`config.mk`:
```
export PLATFORM = sky130hd
export DESIGN_NAME = pulse_to_level
export DESIGN_NICKNAME = d
export VERILOG_FILES = /design/src/rtl/p2l_pkg.sv /design/src/rtl/p2l_pend_counter.sv /design/src/rtl/pulse_to_level.sv
export SDC_FILE = /design/constraint.sdc
export NUM_CORES = 1
export LEC_CHECK = 0
export CAP_MARGIN = 20
export CELL_PAD_IN_SITES_DETAIL_PLACEMENT = 0
export CELL_PAD_IN_SITES_GLOBAL_PLACEMENT = 1
export CORE_UTILIZATION = 45
export CTS_BUF_LIST = sky130_fd_sc_hd__clkbuf_4 sky130_fd_sc_hd__clkbuf_8
export DETAILED_ROUTE_END_ITERATION = 10
export PLACE_DENSITY = 0.87
export SYNTH_ARGS = -nofsm -noshare
export SYNTH_HDL_FRONTEND = slang
export SYNTH_HIERARCHICAL = 1
export SYNTH_SLANG_ARGS = --single-unit
export TNS_END_PERCENT = 20
```
`constraint.sdc`:
```
create_clock -name clk -period 6.2 [get_ports clk]
set_input_delay 1.24 -clock clk [delete_from_list [all_inputs] [get_ports clk]]
set_output_delay 1.24 -clock clk [all_outputs]
set_load 0.1 [all_outputs]
```
`src/rtl/p2l_pkg.sv`:
```
// Shared encodings for the pulse-to-level converter: operating modes and FSM states.
package p2l_pkg;

    localparam logic [1:0] MODE_TOGGLE    = 2'b00;
    localparam logic [1:0] MODE_STRETCH   = 2'b01;
    localparam logic [1:0] MODE_HANDSHAKE = 2'b10;

    typedef enum logic [2:0] {
        IDLE,
        ASSERT,
        GAP,
        WAIT_ACK_HI,
        WAIT_ACK_LO
    } p2l_state_t;

    // The reserved encoding behaves exactly like stretch.
    function automatic logic [1:0] norm_mode(input logic [1:0] m);
        return (m == 2'b11) ? MODE_STRETCH : m;
    endfunction

endpackage

```
`src/rtl/p2l_pend_counter.sv`:
```
// Saturating up/down counter for pulses waiting to be converted.
module p2l_pend_counter #(
    parameter int CNT_W = 4
) (
    input  logic             clk,
    input  logic             reset,
    input  logic             inc,
    input  logic             dec,
    output logic [CNT_W-1:0] count,
    output logic             sat_drop
);

    localparam logic [CNT_W-1:0] CNT_MAX = '1;

    // A simultaneous decrement makes room, so only a lone increment at the top is lost.
    always_comb begin
        sat_drop = inc && !dec && (count == CNT_MAX);
    end

    always_ff @(posedge clk) begin
        if (reset) begin
            count <= '0;
        end else if (inc && !dec && (count != CNT_MAX)) begin
            count <= count + 1'b1;
        end else if (dec && !inc && (count != '0)) begin
            count <= count - 1'b1;
        end
    end

endmodule

```
`src/rtl/pulse_to_level.sv`:
```
// Converts single-cycle pulses into CDC-safe levels (toggle, stretch or 4-phase handshake),
// queueing pulses that arrive while an earlier one is still being conveyed.
module pulse_to_level
    import p2l_pkg::*;
#(
    parameter int STRETCH_W = 4,
    parameter int CNT_W     = 4
) (
    input  logic                 clk,
    input  logic                 reset,
    input  logic                 pulse_in,
    input  logic [1:0]           mode,
    input  logic [STRETCH_W-1:0] stretch_len,
    input  logic                 ack_in,
    input  logic                 ovf_clr,
    output logic                 level_out,
    output logic                 busy,
    output logic [CNT_W-1:0]     pend_cnt,
    output logic                 overflow
);

    p2l_state_t           state;
    p2l_state_t           state_n;
    logic [1:0]           act_mode;
    logic [1:0]           eff_mode;
    logic [STRETCH_W-1:0] len_cnt;
    logic [STRETCH_W-1:0] len_n;
    logic                 level_n;
    logic                 start;
    logic                 eval;
    logic                 take;
    logic                 inc;
    logic                 dec;
    logic                 sat_drop;

    assign busy = (state != IDLE) || (pend_cnt != '0);

    // While idle the incoming mode governs this very edge, since it is latched on it.
    assign eff_mode = busy ? act_mode : norm_mode(mode);
    assign start    = pulse_in || (pend_cnt != '0);

    always_comb begin
        state_n = state;
        level_n = level_out;
        len_n   = len_cnt;
        eval    = 1'b0;
        take    = 1'b0;

        if (eff_mode == MODE_TOGGLE) begin
            state_n = IDLE;
            level_n = level_out ^ pulse_in;
        end else begin
            case (state)
                IDLE: begin
                    level_n = 1'b0;
                    eval    = 1'b1;
                end
                ASSERT: begin
                    if (len_cnt == '0) begin
                        state_n = GAP;
                        level_n = 1'b0;
                    end else begin
                        len_n = len_cnt - 1'b1;
                    end
                end
                GAP: begin
                    level_n = 1'b0;
                    eval    = 1'b1;
                end
                WAIT_ACK_HI: begin
                    if (ack_in) begin
                        state_n = WAIT_ACK_LO;
                        level_n = 1'b0;
                    end
                end
                WAIT_ACK_LO: begin
                    level_n = 1'b0;
                    eval    = !ack_in;
                end
                default: begin
                    state_n = IDLE;
                    level_n = 1'b0;
                end
            endcase

            if (eval) begin
                if (start) begin
                    take    = 1'b1;
                    level_n = 1'b1;
                    if (eff_mode == MODE_HANDSHAKE) begin
                        state_n = WAIT_ACK_HI;
                    end else begin
                        state_n = ASSERT;
                        len_n   = stretch_len;
                    end
                end else begin
                    state_n = IDLE;
                end
            end
        end
    end

    // A pulse that starts a conversion directly from an empty queue is never counted.
    assign dec = take && (pend_cnt != '0);
    assign inc = pulse_in && (eff_mode != MODE_TOGGLE) && !(take && (pend_cnt == '0));

    p2l_pend_counter #(
        .CNT_W(CNT_W)
    ) u_pend (
        .clk      (clk),
        .reset    (reset),
        .inc      (inc),
        .dec      (dec),
        .count    (pend_cnt),
        .sat_drop (sat_drop)
    );

    always_ff @(posedge clk) begin
        if (reset) begin
            state     <= IDLE;
            act_mode  <= MODE_TOGGLE;
            level_out <= 1'b0;
            len_cnt   <= '0;
            overflow  <= 1'b0;
        end else begin
            state     <= state_n;
            level_out <= level_n;
            len_cnt   <= len_n;
            if (!busy) begin
                act_mode <= eff_mode;
            end
            if (sat_drop) begin
                overflow <= 1'b1;
            end else if (ovf_clr) begin
                overflow <= 1'b0;
            end
        end
    end

endmodule
```
==> Yosys cells after proc, flatten, opt, wreduce, memory -nomap -nowiden <==
Cells that the tools add are included.
{ "totals": {"ff_bits": 15, "output_inout_bits": 7} }
{ "classes": {"mux": 28, "reduce_logical": 28, "eq_ne": 11, "n_bitwise": 1, "n_addsub": 3} }
{ "op_table": {"columns": ["cell", "count"], "rows": [
  ["$mux W4", 7],
  ["$mux W3", 4],
  ["$mux W1", 11],
  ["$logic_and A1 B1 Y1", 9],
  ["$pmux W3 S3", 1],
  ["$logic_not A4 Y1", 2],
  ["$sub A4 B1 Y4 const B", 2],
  ["$eq A3 B2 Y1 const B", 2],
  ["$mux W2", 3],
  ["$ne A3 B3 Y1 const B", 2],
  ["$reduce_bool A2 Y1", 3],
  ["$add A4 B1 Y4 const B", 1],
  ["$eq A2 B2 Y1 const B", 2],
  ["$eq A4 B4 Y1 const B", 1],
  ["$logic_not A1 Y1", 4],
  ["$ne A4 B4 Y1 const B", 1],
  ["$pmux W1 S2", 2],
  ["$reduce_bool A4 Y1", 1],
  ["$reduce_or A2 Y1", 2],
  ["$eq A3 B1 Y1 const B", 1],
  ["$eq A3 B3 Y1 const B", 1],
  ["$logic_not A3 Y1", 1],
  ["$reduce_and A3 Y1", 1],
  ["$reduce_bool A3 Y1", 1],
  ["5 further kinds", 6]
]} }

==> Longest topological paths before layout <==
Gate-level depths: netlist of run 1.
{ "depth": {"ltp_word": 15, "mapped_depth": 12, "ltp_nobuf": 11} }

==> Hierarchy <==
The synthesis of run 1 kept the hierarchy.
{ "modules_own_cells": {"columns": ["module", "area_each_um2", "cells_each", "seq_area_each_um2", "instances"], "rows": [
  ["pulse_to_level", 765.7, 79, 220.2, 1],
  ["p2l_pend_counter", 287.8, 30, 80.1, 1]
]} }

==> Least setup slack after synthesis of run 1 <==
No wires, ideal clock.
{ "synth_path": {"kind": "flip-flop to flip-flop", "startpoint": "register u_pend.count[1]", "endpoint": "register u_pend.count[3]", "t_arrival_ns": 3.707, "slack_ns": 2.370, "t_required_ns": 6.077, "setup_ns": 0.123, "path_stages_with_launch": 12, "cell_sequence": "dfxtp_1 nor4_4 nand2_2 mux2i_4 o211a_1 nand2b_1 nand2b_1 ha_1 a21oi_1 a211oi_2 a31oi_1 mux2_1"} }
{ "synth_via": {"elab_chain_cells": 12} }
{ "synth_lines": {"columns": ["item", "line_no", "source"], "rows": [
  ["start, declared", "p2l_pend_counter.sv:9", "output logic [CNT_W-1:0] count,"],
  ["start signal, assigned", "p2l_pend_counter.sv:24", "count <= count + 1'b1;"],
  ["start signal, assigned", "p2l_pend_counter.sv:26", "count <= count - 1'b1;"],
  ["$reduce_bool A4 Y1 *", "pulse_to_level.sv:36", "assign busy = (state != IDLE) || (pend_cnt != '0);"],
  ["$logic_or A1 B1 Y1 *", "pulse_to_level.sv:36", null],
  ["via busy", "pulse_to_level.sv:17", "output logic busy,"],
  ["$mux W2 *", "pulse_to_level.sv:39", "assign eff_mode = busy ? act_mode : norm_mode(mode);"],
  ["$logic_not A2 Y1", "pulse_to_level.sv:49", "if (eff_mode == MODE_TOGGLE) begin"],
  ["$mux W1", "pulse_to_level.sv:49", null],
  ["$logic_and A1 B1 Y1", "pulse_to_level.sv:105", "assign inc = pulse_in && (eff_mode != MODE_TOGGLE) && !(take && (pend_cnt == '0));"],
  ["$logic_not A1 Y1", "pulse_to_level.sv:105", null],
  ["$logic_and A1 B1 Y1 *", "pulse_to_level.sv:105", null],
  ["via inc", "pulse_to_level.sv:32", "logic inc;"],
  ["$logic_not A1 Y1", "p2l_pend_counter.sv:25", "end else if (dec && !inc && (count != '0)) begin"],
  ["$logic_and A1 B1 Y1 (2 in series)", "p2l_pend_counter.sv:25", null],
  ["$reduce_bool A2 Y1 (no source line)", null, null]
]} }
The timed path passes the listed nets; every way through them passes the cells marked *. The select of a mux whose other input is x is not followed.
A chain may end at the register's enable or synchronous reset.

==> Worst setup path after layout of run 1 <==
{ "layout_path": {"startpoint": "input port ack_in", "endpoint": "register u_pend.count[3]"} }
{ "layout_rtl": {"columns": ["item", "line_no", "source"], "rows": [
  ["start, declared", "pulse_to_level.sv:14", "input logic ack_in,"],
  ["$logic_not A1 Y1 *", "pulse_to_level.sv:78", "eval = !ack_in;"],
  ["$pmux W1 S2 *", "pulse_to_level.sv:53", "case (state)"],
  ["$mux W1 *", "pulse_to_level.sv:49", null],
  ["$mux W1 *", "pulse_to_level.sv:86", "if (eval) begin"],
  ["$mux W1 *", "pulse_to_level.sv:49", null],
  ["$logic_and A1 B1 Y1 *", "pulse_to_level.sv:104", "assign dec = take && (pend_cnt != '0);"],
  ["via dec", "pulse_to_level.sv:33", "logic dec;"],
  ["$logic_not A1 Y1", "p2l_pend_counter.sv:23", "end else if (inc && !dec && (count != CNT_MAX)) begin"],
  ["$logic_and A1 B1 Y1 (2 in series)", "p2l_pend_counter.sv:23", null],
  ["$mux W4 or $reduce_bool A2 Y1 (tied branches)", null, null]
]} }
Marks and branches as above.

==> results of run 1 <==
cell families (layout without fill, tap and decap cells):
logic type	count (synthesis)	count (layout)	share of synthesized area [%]
flip-flops	15	15	28.5
adder cells (fa/ha/maj)	4	4	5.46
multiplexers	9	9	9.98
AND/OR/NAND/NOR	43	43	28.7
AO/OA/AOI/OAI	28	28	21.7
XOR/XNOR	4	4	3.33
buffers and inverters	6	26	2.26
critical path, cell delays in order:
cell	delay (ns)
clkdlybuf4s50_1	0.47
o21ai_1	0.23
nand2_1	0.10
nor3_1	0.23
nand2b_1	0.23
nand2b_1	0.19
ha_1	0.29
a21oi_1	0.24
a211oi_2	0.10
a31oi_1	0.17
mux2_1	0.33
sequential cells by signal (all words and copies together), names as in the netlist:
| name | cells |
|---|---|
| len_cnt | 4 |
| overflow | 1 |
| act_mode | 2 |
| state | 3 |
| u_pend/count | 4 |
| level_out | 1 |
per-layer routing:
layer / up-vias / GRT usage [%] / share of wire (%)
met5: - / 0 / 0
met4: 0 / 9.26 / 0.41
met3: 2 / 3.94 / 4.7
met2: 19 / 29.6 / 47
met1: 408 / 23.6 / 48
li1: 449 / - / -
cell usage in the layout, fill, tap and decap left out, types with 2 or more instances in the layout:
master           instances
clkdlybuf4s50_1         17
nor2_1                  15
dfxtp_1                 15
a21oi_1                  7
mux2i_1                  6
inv_1                    5
nand2b_1                 5
o2bb2ai_1                4
nand2_1                  3
xnor2_1                  3
ha_1                     3
clkbuf_4                 3
nor4_4                   2
nor3_1                   2
nor2b_1                  2
mux2_1                   2
a31oi_1                  2
nand3_1                  2
metrics by stage:
stage	cell area (µm²)	instances	worst slack, ns	utilization (%)	hold WS [ns]
2_1_floorplan	1050	109	2.37	-	0.452
3_5_place_dp	1250	153	2.26	56.7	0.495
4_1_cts	1280	157	2.56	57.9	0.521
3_3_place_gp	1250	153	2.37	56.7	0.473
5_1_grt	1280	157	2.44	57.9	0.549
6_report	1280	157	2.56	57.9	0.513
worst paths after layout:
check,endpoint,start,depth (start not counted),slack (ns)
worst max-delay path,u_pend/count[3]$_SDFFE_PP0P_,ack_in,11,2.56
worst min-delay path,overflow$_SDFFE_PP0P_,overflow$_SDFFE_PP0P_,2,0.51
worst max register to register,u_pend/count[3]$_SDFFE_PP0P_,u_pend/count[1]$_SDFFE_PP0P_,11,3.05
worst min register to register,overflow$_SDFFE_PP0P_,overflow$_SDFFE_PP0P_,2,0.51
final cells by class:
cell class	instances	share of cell area [%]
Sequential cell	15	23.4
Inverter	5	1.46
Multi-Input combinational cell	88	56.9
Clock buffer	3	1.76
Timing Repair Buffer	17	13.3
Tap cell	28	2.73
Clock inverter	1	0.391
==> summary.txt, run 1 <==
Flow run
  – Total of max-cap violations: 0

Floorplanning
  – Die Span Y: 50.4 µm
  – Core box area: 2210 µm²
  – I/O pin total: 18
  – Die area: between 2000 and 3000 µm²
  – Die X: 50.4 µm
  – Initial Util: 47.6%
  – Row cnt: 17

Cells and area
  – Final Net Count: approximately 150
  – Seq. cell area: 300 µm²
  – P&R area growth vs syn: 21.6%
  – Fillers: 219
  – Share of cells above drive strength 1: around 16%
  – Antenna cells: 0
  – Multi-input logic area: 729 µm²

GRT
  – Gr usage total: approximately 19%
  – GRT overflow: 0
  – First-pass GRT wire length: 3.51 mm
  – Vias in the first global route: between 700 and 800
  – Initial antenna violation count: 0
  – Largest net degree at the start of global routing: 12

Timing
  – Hold Vio Cnt, Final: 0
  – Slew Viols, Final: 0
  – Fin crit share: 58.8%
  – Slew at the pin with the worst max-slew slack: 0.976 ns
  – Rel. slew slack: 34.7%
  – Fmax: ~270 MHz
  – Min cycle time layout: 3.64 ns
  – RSZ-0062 raised after global routing: false
  – Setup TNS: 0 ns
  – Setup violators final: 0
  – Clk_skew: about 0.0014 ns

Detailed routing
  – Remaining antenna violation count: 0
  – DRC: 0
  – Vias per cell: between 5 and 6
  – Routed vias: about 900
  – TritonRoute pass-1 iters: 4
  – Final WL: 2.18 mm
  – Initial drt markers: 8
  – Routed WL per cell: ~14 µm

Clocking
  – Postcts setup bufs: 0
  – Clk Latency, worst-skew pair: 0.29 ns
  – Clock transition at path regs: 0.10 ns
  – Max Root-Sink Buffers: 2
  – Clock sink count: 15
  – CTS tree: yes
  – Post-CTS sizing: 0
  – Clock root buffer master: clkbuf_4
  – H-tree Lvls: 1
  – Num CTS Buffers: 3
  – Hold Buf Count CTS: 0

Worst setup path
  – CP Class: in2reg
  – Crit path capture type: flip-flop
  – CP required: 6.39 ns
  – Startpoint types: primary input
  – Crit path DAT: 3.83 ns
  – Max FO, Critical Path: 5

Synth
  – Top cells by area, synth: dfxtp_1, mux2i_1, nor2_1
  – FF+latch count, synth: 15
  – Ys flop type: dfxtp_1
  – Post-Syn Nets: 124
  – Syn avg cell area: 9.67 µm²
  – Synth area leader: dfxtp_1
  – Seq/Total Area, Yosys: approximately 29%
  – Post-synthesis cell area: approximately 1100 µm²
  – Top cells by count, synth: dfxtp_1, nor2_1, a21oi_1
  – Distinct cells, synth: 47
  – Synth top area share: about 29%
  – Asr flop ratio synth: 0%
  – Warnings, synthesis: 6
  – Mapped Cells: 109
  – Post-synth EDFFs: 0

Hold path
  – Hold/Removal Path Class: reg2reg

Place
  – GPL Wtd Cong: 0.770
  – Port bufs: 17
  – Post-detail-place hpwl: 1.64 mm

Outcome
  – Status: finished, final reports clean
Power of run 1 is not shown: default switching activity piles up to over one toggle a cycle in this logic, so the estimate is an artifact.
==> run 2: changes to the inputs <==
--- a/config.mk
+++ b/config.mk
@@ -8,10 +8,11 @@
 export CAP_MARGIN = 20
 export CELL_PAD_IN_SITES_DETAIL_PLACEMENT = 0
 export CELL_PAD_IN_SITES_GLOBAL_PLACEMENT = 1
-export CORE_UTILIZATION = 45
+export CORE_ASPECT_RATIO = 0.5
+export CORE_UTILIZATION = 37
 export CTS_BUF_LIST = sky130_fd_sc_hd__clkbuf_4 sky130_fd_sc_hd__clkbuf_8
 export DETAILED_ROUTE_END_ITERATION = 10
-export PLACE_DENSITY = 0.87
+export PLACE_DENSITY = 0.76
 export SYNTH_ARGS = -nofsm -noshare
 export SYNTH_HDL_FRONTEND = slang
 export SYNTH_HIERARCHICAL = 1
==> constraint.sdc (replaced) <==
create_clock -name clk -period 3.2 [get_ports clk]
set_input_delay 0.64 -clock clk [delete_from_list [all_inputs] [get_ports clk]]
set_output_delay 0.64 -clock clk [all_outputs]
set_load 0.1 [all_outputs]
==> run 2 against run 1 <==
  * Die area grew 21%
  * Highest routed layer unchanged
  * Register-to-register slack lost 2.7 ns
  * Via count shrank 1.6%
  * Largest cell class unchanged
  * Wire length is essentially flat
  * Design area grew 4.7%
  * Final cell count grew 8.3%
  * Sequential cell count is the same
  * First-iteration DRC count grew to 7.0 times the previous value
==> summary.txt, run 2 (synthesis gave the netlist of run 1 again) <==
Outcome
  – Status: finished, final reports clean (unchanged)

Timing
  – RSZ-0062 raised after global routing: false (unchanged)
  – Clk_skew: 0.00167 ns (was 0.00140 ns)
  – Setup violators final: 0 (unchanged)
  – Rel. slew slack: 70.9% (was 34.7%)
  – Min cycle time layout: 2.86 ns
  – Slew Viols, Final: 0 (unchanged)
  – Fmax: 350 MHz
  – Setup TNS: 0 ns (unchanged)
  – Hold Vio Cnt, Final: 0 (unchanged)
  – Slew at the pin with the worst max-slew slack: 0.433 ns (was 0.976 ns)
  – Fin crit share: about nine tenths

Place
  – Post-detail-place hpwl: 1.63 mm (was 1.64 mm)
  – GPL Wtd Cong: 0.773 (was 0.770)
  – Port bufs: 17 (unchanged)

Detailed routing
  – Vias per cell: 5.08 (was 5.59)
  – Final WL: 2.18 mm (about the same)
  – Remaining antenna violation count: 0 (unchanged)
  – Routed WL per cell: 12.8 µm (was 13.9 µm)
  – TritonRoute pass-1 iters: 4 (unchanged)
  – Routed vias: 864 (was 878)
  – DRC: 0 (unchanged)
  – Initial drt markers: 56 (was 8)

GRT
  – Largest net degree at the start of global routing: 12 (unchanged)
  – First-pass GRT wire length: 3.73 mm (was 3.51 mm)
  – Initial antenna violation count: 0 (unchanged)
  – Vias in the first global route: 824 (was 798)
  – GRT overflow: 0 (unchanged)
  – Gr usage total: 16.4% (was 18.6%)

Floorplanning
  – Core box area: 2650 µm² (was 2210 µm²)
  – Die X: 77.5 µm (was 50.4 µm)
  – Row cnt: 13 (was 17)
  – Die Span Y: 39.7 µm (was 50.4 µm)
  – Initial Util: 39.7% (was 47.6%)
  – Die area: 3080 µm² (was 2540 µm²)
  – I/O pin total: 18 (unchanged)

Hold path
  – Hold Path Sink: overflow$_SDFFE_PP0P_ (unchanged)
  – Hold Path Depth: 2 (unchanged)
  – HP Start: overflow$_SDFFE_PP0P_ (unchanged)
  – Hold/Removal Path Class: reg2reg (unchanged)

Cells and area
  – Commonest non-fill, non-tap cells in the layout: nor2_1, dfxtp_1, buf_4 (was clkdlybuf4s50_1, nor2_1, dfxtp_1)
  – Antenna cells: 0 (unchanged)
  – Top flop regs: len_cnt (4), u_pend/count (4), state (3) (unchanged)
  – P&R area growth vs syn: 27.3% (was 21.6%)
  – Commonest non-fill, non-tap cell in the layout: nor2_1 (was clkdlybuf4s50_1)
  – Share of cells above drive strength 1: 27.1% (was 16.3%)
  – Final Net Count: 149 (was 145)

Worst setup path
  – FF-to-FF Start: u_pend/count[2]$_SDFFE_PP0P_ (was u_pend/count[1]$_SDFFE_PP0P_)
  – Max FO, Critical Path: 8 (was 5)
  – RR Endpoint: u_pend/count[3]$_SDFFE_PP0P_ (unchanged)
  – Crit path DAT: 3.00 ns (was 3.83 ns)
  – Crit path largest cell delay: 0.46 ns (was 0.47 ns)
  – Worst path most repeated cell: nand2b_1 (unchanged)
  – Reg2Reg Setup Slack: 0.34 ns (was 3.05 ns)
  – Worst r2r path cells: 11 (unchanged)
  – Startpoint types: flip-flop (was primary input)
  – CP required: 3.34 ns (was 6.39 ns)
  – CP cell instances: nor4_4 -> nand2_4 -> mux2i_4 -> o211a_1 -> nand2b_1 -> nand2b_1 -> ha_1 -> a21oi_1 -> a211oi_2 -> a31oi_1 -> mux2_1 (was clkdlybuf4s50_1 -> o21ai_1 -> nand2_1 -> nor3_1 -> nand2b_1 -> nand2b_1 -> ha_1 -> a21oi_1 -> a211oi_2 -> a31oi_1 -> mux2_1)
  – CP max stage cell: nor4_4 (was clkdlybuf4s50_1)
  – CP Class: reg2reg (was in2reg)
  – Crit path capture type: flip-flop (unchanged)

Flow run
  – Total of max-cap violations: 0 (unchanged)

Clocking
  – Hold Buf Count CTS: 0 (unchanged)
  – H-tree Lvls: 1 (unchanged)
  – Clk Latency, worst-skew pair: 0.25 ns (was 0.29 ns)
  – Post-CTS sizing: 0 (unchanged)
  – Num CTS Buffers: 3 (unchanged)
  – Max Root-Sink Buffers: 2 (unchanged)
  – Clock root buffer master: clkbuf_8 (was clkbuf_4)
  – Clock transition at path regs: 0.06 ns (was 0.10 ns)
  – Postcts setup bufs: 0 (unchanged)
  – Clock sink count: 15 (unchanged)
  – CTS tree: yes (unchanged)
## run 2: cell types whose count changed in the layout (fill, tap and decap cells not counted), sizes merged
cell           before  now
clkbuf              3    4
clkdlybuf4s50      17   10
clkinv              1    0
buf                 0   11
## run 2: metal layers
layer / GRT usage (%) / share of wire [%] / wire length, µm
met1: 20.0 / 53 / 1160
met3: 5.58 / 2.8 / 60
met4: 4.25 / 0.64 / 14
met2: 28.1 / 44 / 949
met5: 0 / 0 / 0
## run 2: through the flow
step	setup WS (ns)	util, %	hold WS, ns	instance area [µm²]	cells
finish	0.341	50.6	0.487	1340	170
global route	0.127	50.6	0.542	1340	170
floorplan	0.0136	-	0.452	1070	109
CTS	0.317	50.6	0.495	1340	170
global placement	0.139	48.7	0.470	1290	166
detailed placement	0.110	48.7	0.479	1290	166
## run 2: worst max-delay path by stage
| stage | startpoint | to | slack [ns] |
|---|---|---|---|
| finish | u_pend/count[2]$_SDFFE_PP0P_ | u_pend/count[3]$_SDFFE_PP0P_ | 0.34 |
| global route | u_pend/count[2]$_SDFFE_PP0P_ | u_pend/count[3]$_SDFFE_PP0P_ | 0.13 |
| CTS | u_pend/count[2]$_SDFFE_PP0P_ | u_pend/count[3]$_SDFFE_PP0P_ | 0.32 |
| detailed placement | mode[0] | u_pend/count[3]$_SDFFE_PP0P_ | 0.11 |
| global placement | mode[0] | u_pend/count[3]$_SDFFE_PP0P_ | 0.14 |
| floorplan | u_pend/count[3]$_SDFFE_PP0P_ | u_pend/count[3]$_SDFFE_PP0P_ | 0.01 |
## run 2: layout make-up
type	count	area, µm²
well taps	37	46.3
flip-flops and latches	15	310
multi-input cells	88	734
fillers	240	1310
repair buffers	21	183
clock buffers	4	48.8
inverters	5	18.8
## run 2: worst max-delay path, delay by kind of cell, from the launching register on
kind | cells | cell delay [ns]
compound gates | 4 | 0.66
fa+ha+maj | 1 | 0.32
simple gates | 4 | 0.80
flops | 1 | 0.38
mux | 2 | 0.58
Power of run 2 is left out for the same reason.
==> run 3: changes to the inputs <==
--- a/config.mk
+++ b/config.mk
@@ -12,6 +12,7 @@
 export CORE_UTILIZATION = 37
 export CTS_BUF_LIST = sky130_fd_sc_hd__clkbuf_4 sky130_fd_sc_hd__clkbuf_8
 export DETAILED_ROUTE_END_ITERATION = 10
+export GPL_TIMING_DRIVEN = 0
 export PLACE_DENSITY = 0.76
 export SYNTH_ARGS = -nofsm -noshare
 export SYNTH_HDL_FRONTEND = slang
==> run 3 against run 2 <==
  * Final cell count stayed put
  * Global-route usage is 1.0 points lower
  * Register-to-register slack worse by 0.07 ns
  * Fmax is 4.2% lower
  * Worst setup slack worse by 0.13 ns
  * Count of clock-buffer cells in the layout stayed put
  * Sequential share of layout area is 0.44 points lower
==> summary.txt, run 3 (synthesis gave the netlist of run 1 again) <==
Place
  – Pre-CTS WS: -0.138 ns (was 0.110 ns)
  – GPL Wtd Cong: 0.778 (was 0.773)
  – Port bufs: 17 (unchanged)
  – Post-detail-place hpwl: 1.49 mm (was 1.63 mm)

Timing
  – Slew Viols, Final: 0 (unchanged)
  – Min cycle time layout: 2.98 ns (was 2.86 ns)
  – Clk_skew: 0.00186 ns (was 0.00167 ns)
  – Slew at the pin with the worst max-slew slack: 0.971 ns (was 0.433 ns)
  – Hold Vio Cnt, Final: 0 (unchanged)
  – Fin crit share: 93.3% (was 89.3%)
  – Final setup margin: 0.215 ns (was 0.341 ns)
  – Setup violators final: 0 (unchanged)
  – Fmax: 335 MHz (was 350 MHz)
  – RSZ-0062 raised after global routing: false (unchanged)
  – Rel. slew slack: 35.0% (was 70.9%)

Cells and area
  – Commonest non-fill, non-tap cell in the layout: clkdlybuf4s50_1 (was nor2_1)
  – Antenna cells: 0 (unchanged)
  – Commonest non-fill, non-tap cells in the layout: clkdlybuf4s50_1, nor2_1, dfxtp_1 (was nor2_1, dfxtp_1, buf_4)
  – Fillers: 251 (was 240)
  – Top flop regs: len_cnt (4), u_pend/count (4), state (3) (unchanged)
  – P&R area growth vs syn: 29.8% (was 27.3%)
  – Share of cells above drive strength 1: 24.1% (was 27.1%)
  – Final Net Count: 149 (unchanged)

GRT
  – GRT overflow: 0 (unchanged)
  – First-pass GRT wire length: 3.51 mm (was 3.73 mm)
  – Vias in the first global route: 748 (was 824)
  – Initial antenna violation count: 0 (unchanged)
  – Largest net degree at the start of global routing: 12 (unchanged)
  – Gr usage total: 15.3% (was 16.4%)

Worst setup path
  – Reg2Reg Setup Slack: 0.27 ns (was 0.34 ns)
  – Max FO, Critical Path: 5 (was 8)
  – Crit path capture type: flip-flop (unchanged)
  – Worst r2r path cells: 12 (was 11)
  – FF-to-FF Start: u_pend/count[0]$_SDFFE_PP0P_ (was u_pend/count[2]$_SDFFE_PP0P_)
  – Critical path endpoint: u_pend/count[3]$_SDFFE_PP0P_ (unchanged)
  – CP required: 3.33 ns (was 3.34 ns)
  – CP Class: in2reg (was reg2reg)
  – CP Launch Point: ack_in (was u_pend/count[2]$_SDFFE_PP0P_)
  – Startpoint types: primary input (was flip-flop)
  – Crit path DAT: 3.12 ns (was 3.00 ns)
  – RR Endpoint: u_pend/count[3]$_SDFFE_PP0P_ (unchanged)

Detailed routing
  – Max layer used: met3 (was met4)
  – Initial drt markers: 38 (was 56)
  – Met2 wire len: 900 µm (was 949 µm)
  – Met3 wire length: 42 µm (was 60 µm)
  – TritonRoute pass-1 iters: 4 (unchanged)
  – Post-Route M1 WL: 1.11 mm (was 1.16 mm)
  – Final WL: 2.05 mm (was 2.18 mm)
  – Remaining antenna violation count: 0 (unchanged)
  – Routed vias: 842 (was 864)
  – Vias per cell: 4.95 (was 5.08)
  – DRC: 0 (unchanged)
  – Routed WL per cell: 12.1 µm (was 12.8 µm)

Clocking
  – CTS tree: yes (unchanged)
  – Num CTS Buffers: 3 (unchanged)
  – Clock sink count: 15 (unchanged)
  – Clock root buffer master: clkbuf_8 (unchanged)
  – Hold Buf Count CTS: 0 (unchanged)
  – Clock transition at path regs: 0.06 ns (about the same)
  – Max Root-Sink Buffers: 2 (unchanged)
  – Clk Latency, worst-skew pair: 0.25 ns (about the same)
  – H-tree Lvls: 1 (unchanged)

Floorplanning
  – Core box area: 2650 µm² (unchanged)
  – I/O pin total: 18 (unchanged)
  – Row cnt: 13 (unchanged)
  – Die Span Y: 39.7 µm (unchanged)
  – Initial Util: 39.7% (unchanged)
  – Die X: 77.5 µm (unchanged)
  – Die area: 3080 µm² (unchanged)

Flow run
  – Total of max-cap violations: 0 (unchanged)

Hold path
  – Hold/Removal Path Class: reg2reg (unchanged)
  – HP Start: overflow$_SDFFE_PP0P_ (unchanged)

Outcome
  – Status: finished, final reports clean (unchanged)
-- run 3: cell count changes in the layout (fill, tap and decap cells not counted), sizes merged --
cell / change
buf: -7
clkdlybuf4s50: +7
-- run 3: worst min-delay path by stage --
stage                               endpoint  depth (start not counted)
floorplan           act_mode[0]$_SDFFE_PP0N_                          2
global placement       overflow$_SDFFE_PP0P_                          2
detailed placement     overflow$_SDFFE_PP0P_                          2
CTS                 act_mode[0]$_SDFFE_PP0N_                          2
global route        act_mode[1]$_SDFFE_PP0N_                          2
finish                 overflow$_SDFFE_PP0P_                          2
-- run 3: cell type report --
cell class	instances	area, µm²	share of cell area (%)
multi-input combinational	88	746	54.5
sequential	15	310	22.7
timing repair buffer	20	193	14.1
clock buffer	4	48.8	3.57
tap	37	46.3	3.39
inverter	5	18.8	1.37
buffer	1	5.00	0.366
-- run 3: per-layer routing --
layer  vias up  track usage [%]
li1        455                -
met3         0             4.88
met1       380             20.4
met2         7             23.9
met4         0             4.25
met5         -                0
-- run 3: repair_timing --
action                     in CTS  in global routing
setup buffers                   0                  3
setup endpoints to repair       0                  1
resized for setup               0                  3
-- run 3: worst max-delay path, stage by stage --
cell             delay [ns]
clkdlybuf4s50_1        0.48
o21ai_1                0.22
nand2_1                0.11
nor3_2                 0.19
nand2b_2               0.20
nand2b_1               0.20
ha_1                   0.31
a21oi_2                0.18
a211oi_2               0.08
a31oi_1                0.17
mux2_1                 0.33
-- run 3: per-stage QoR --
stage	utilization, %	hold WS [ns]	setup TNS, ns	area (µm²)	instances
after floorplan	-	0.452	0	1070	109
after global placement	48.5	0.469	-0.151	1280	163
after detailed placement	48.5	0.485	-0.138	1280	163
after CTS	50.3	0.494	0	1330	167
after global routing	51.6	0.528	0	1370	170
final	51.6	0.488	0	1370	170
Power of run 3 is left out for the same reason.
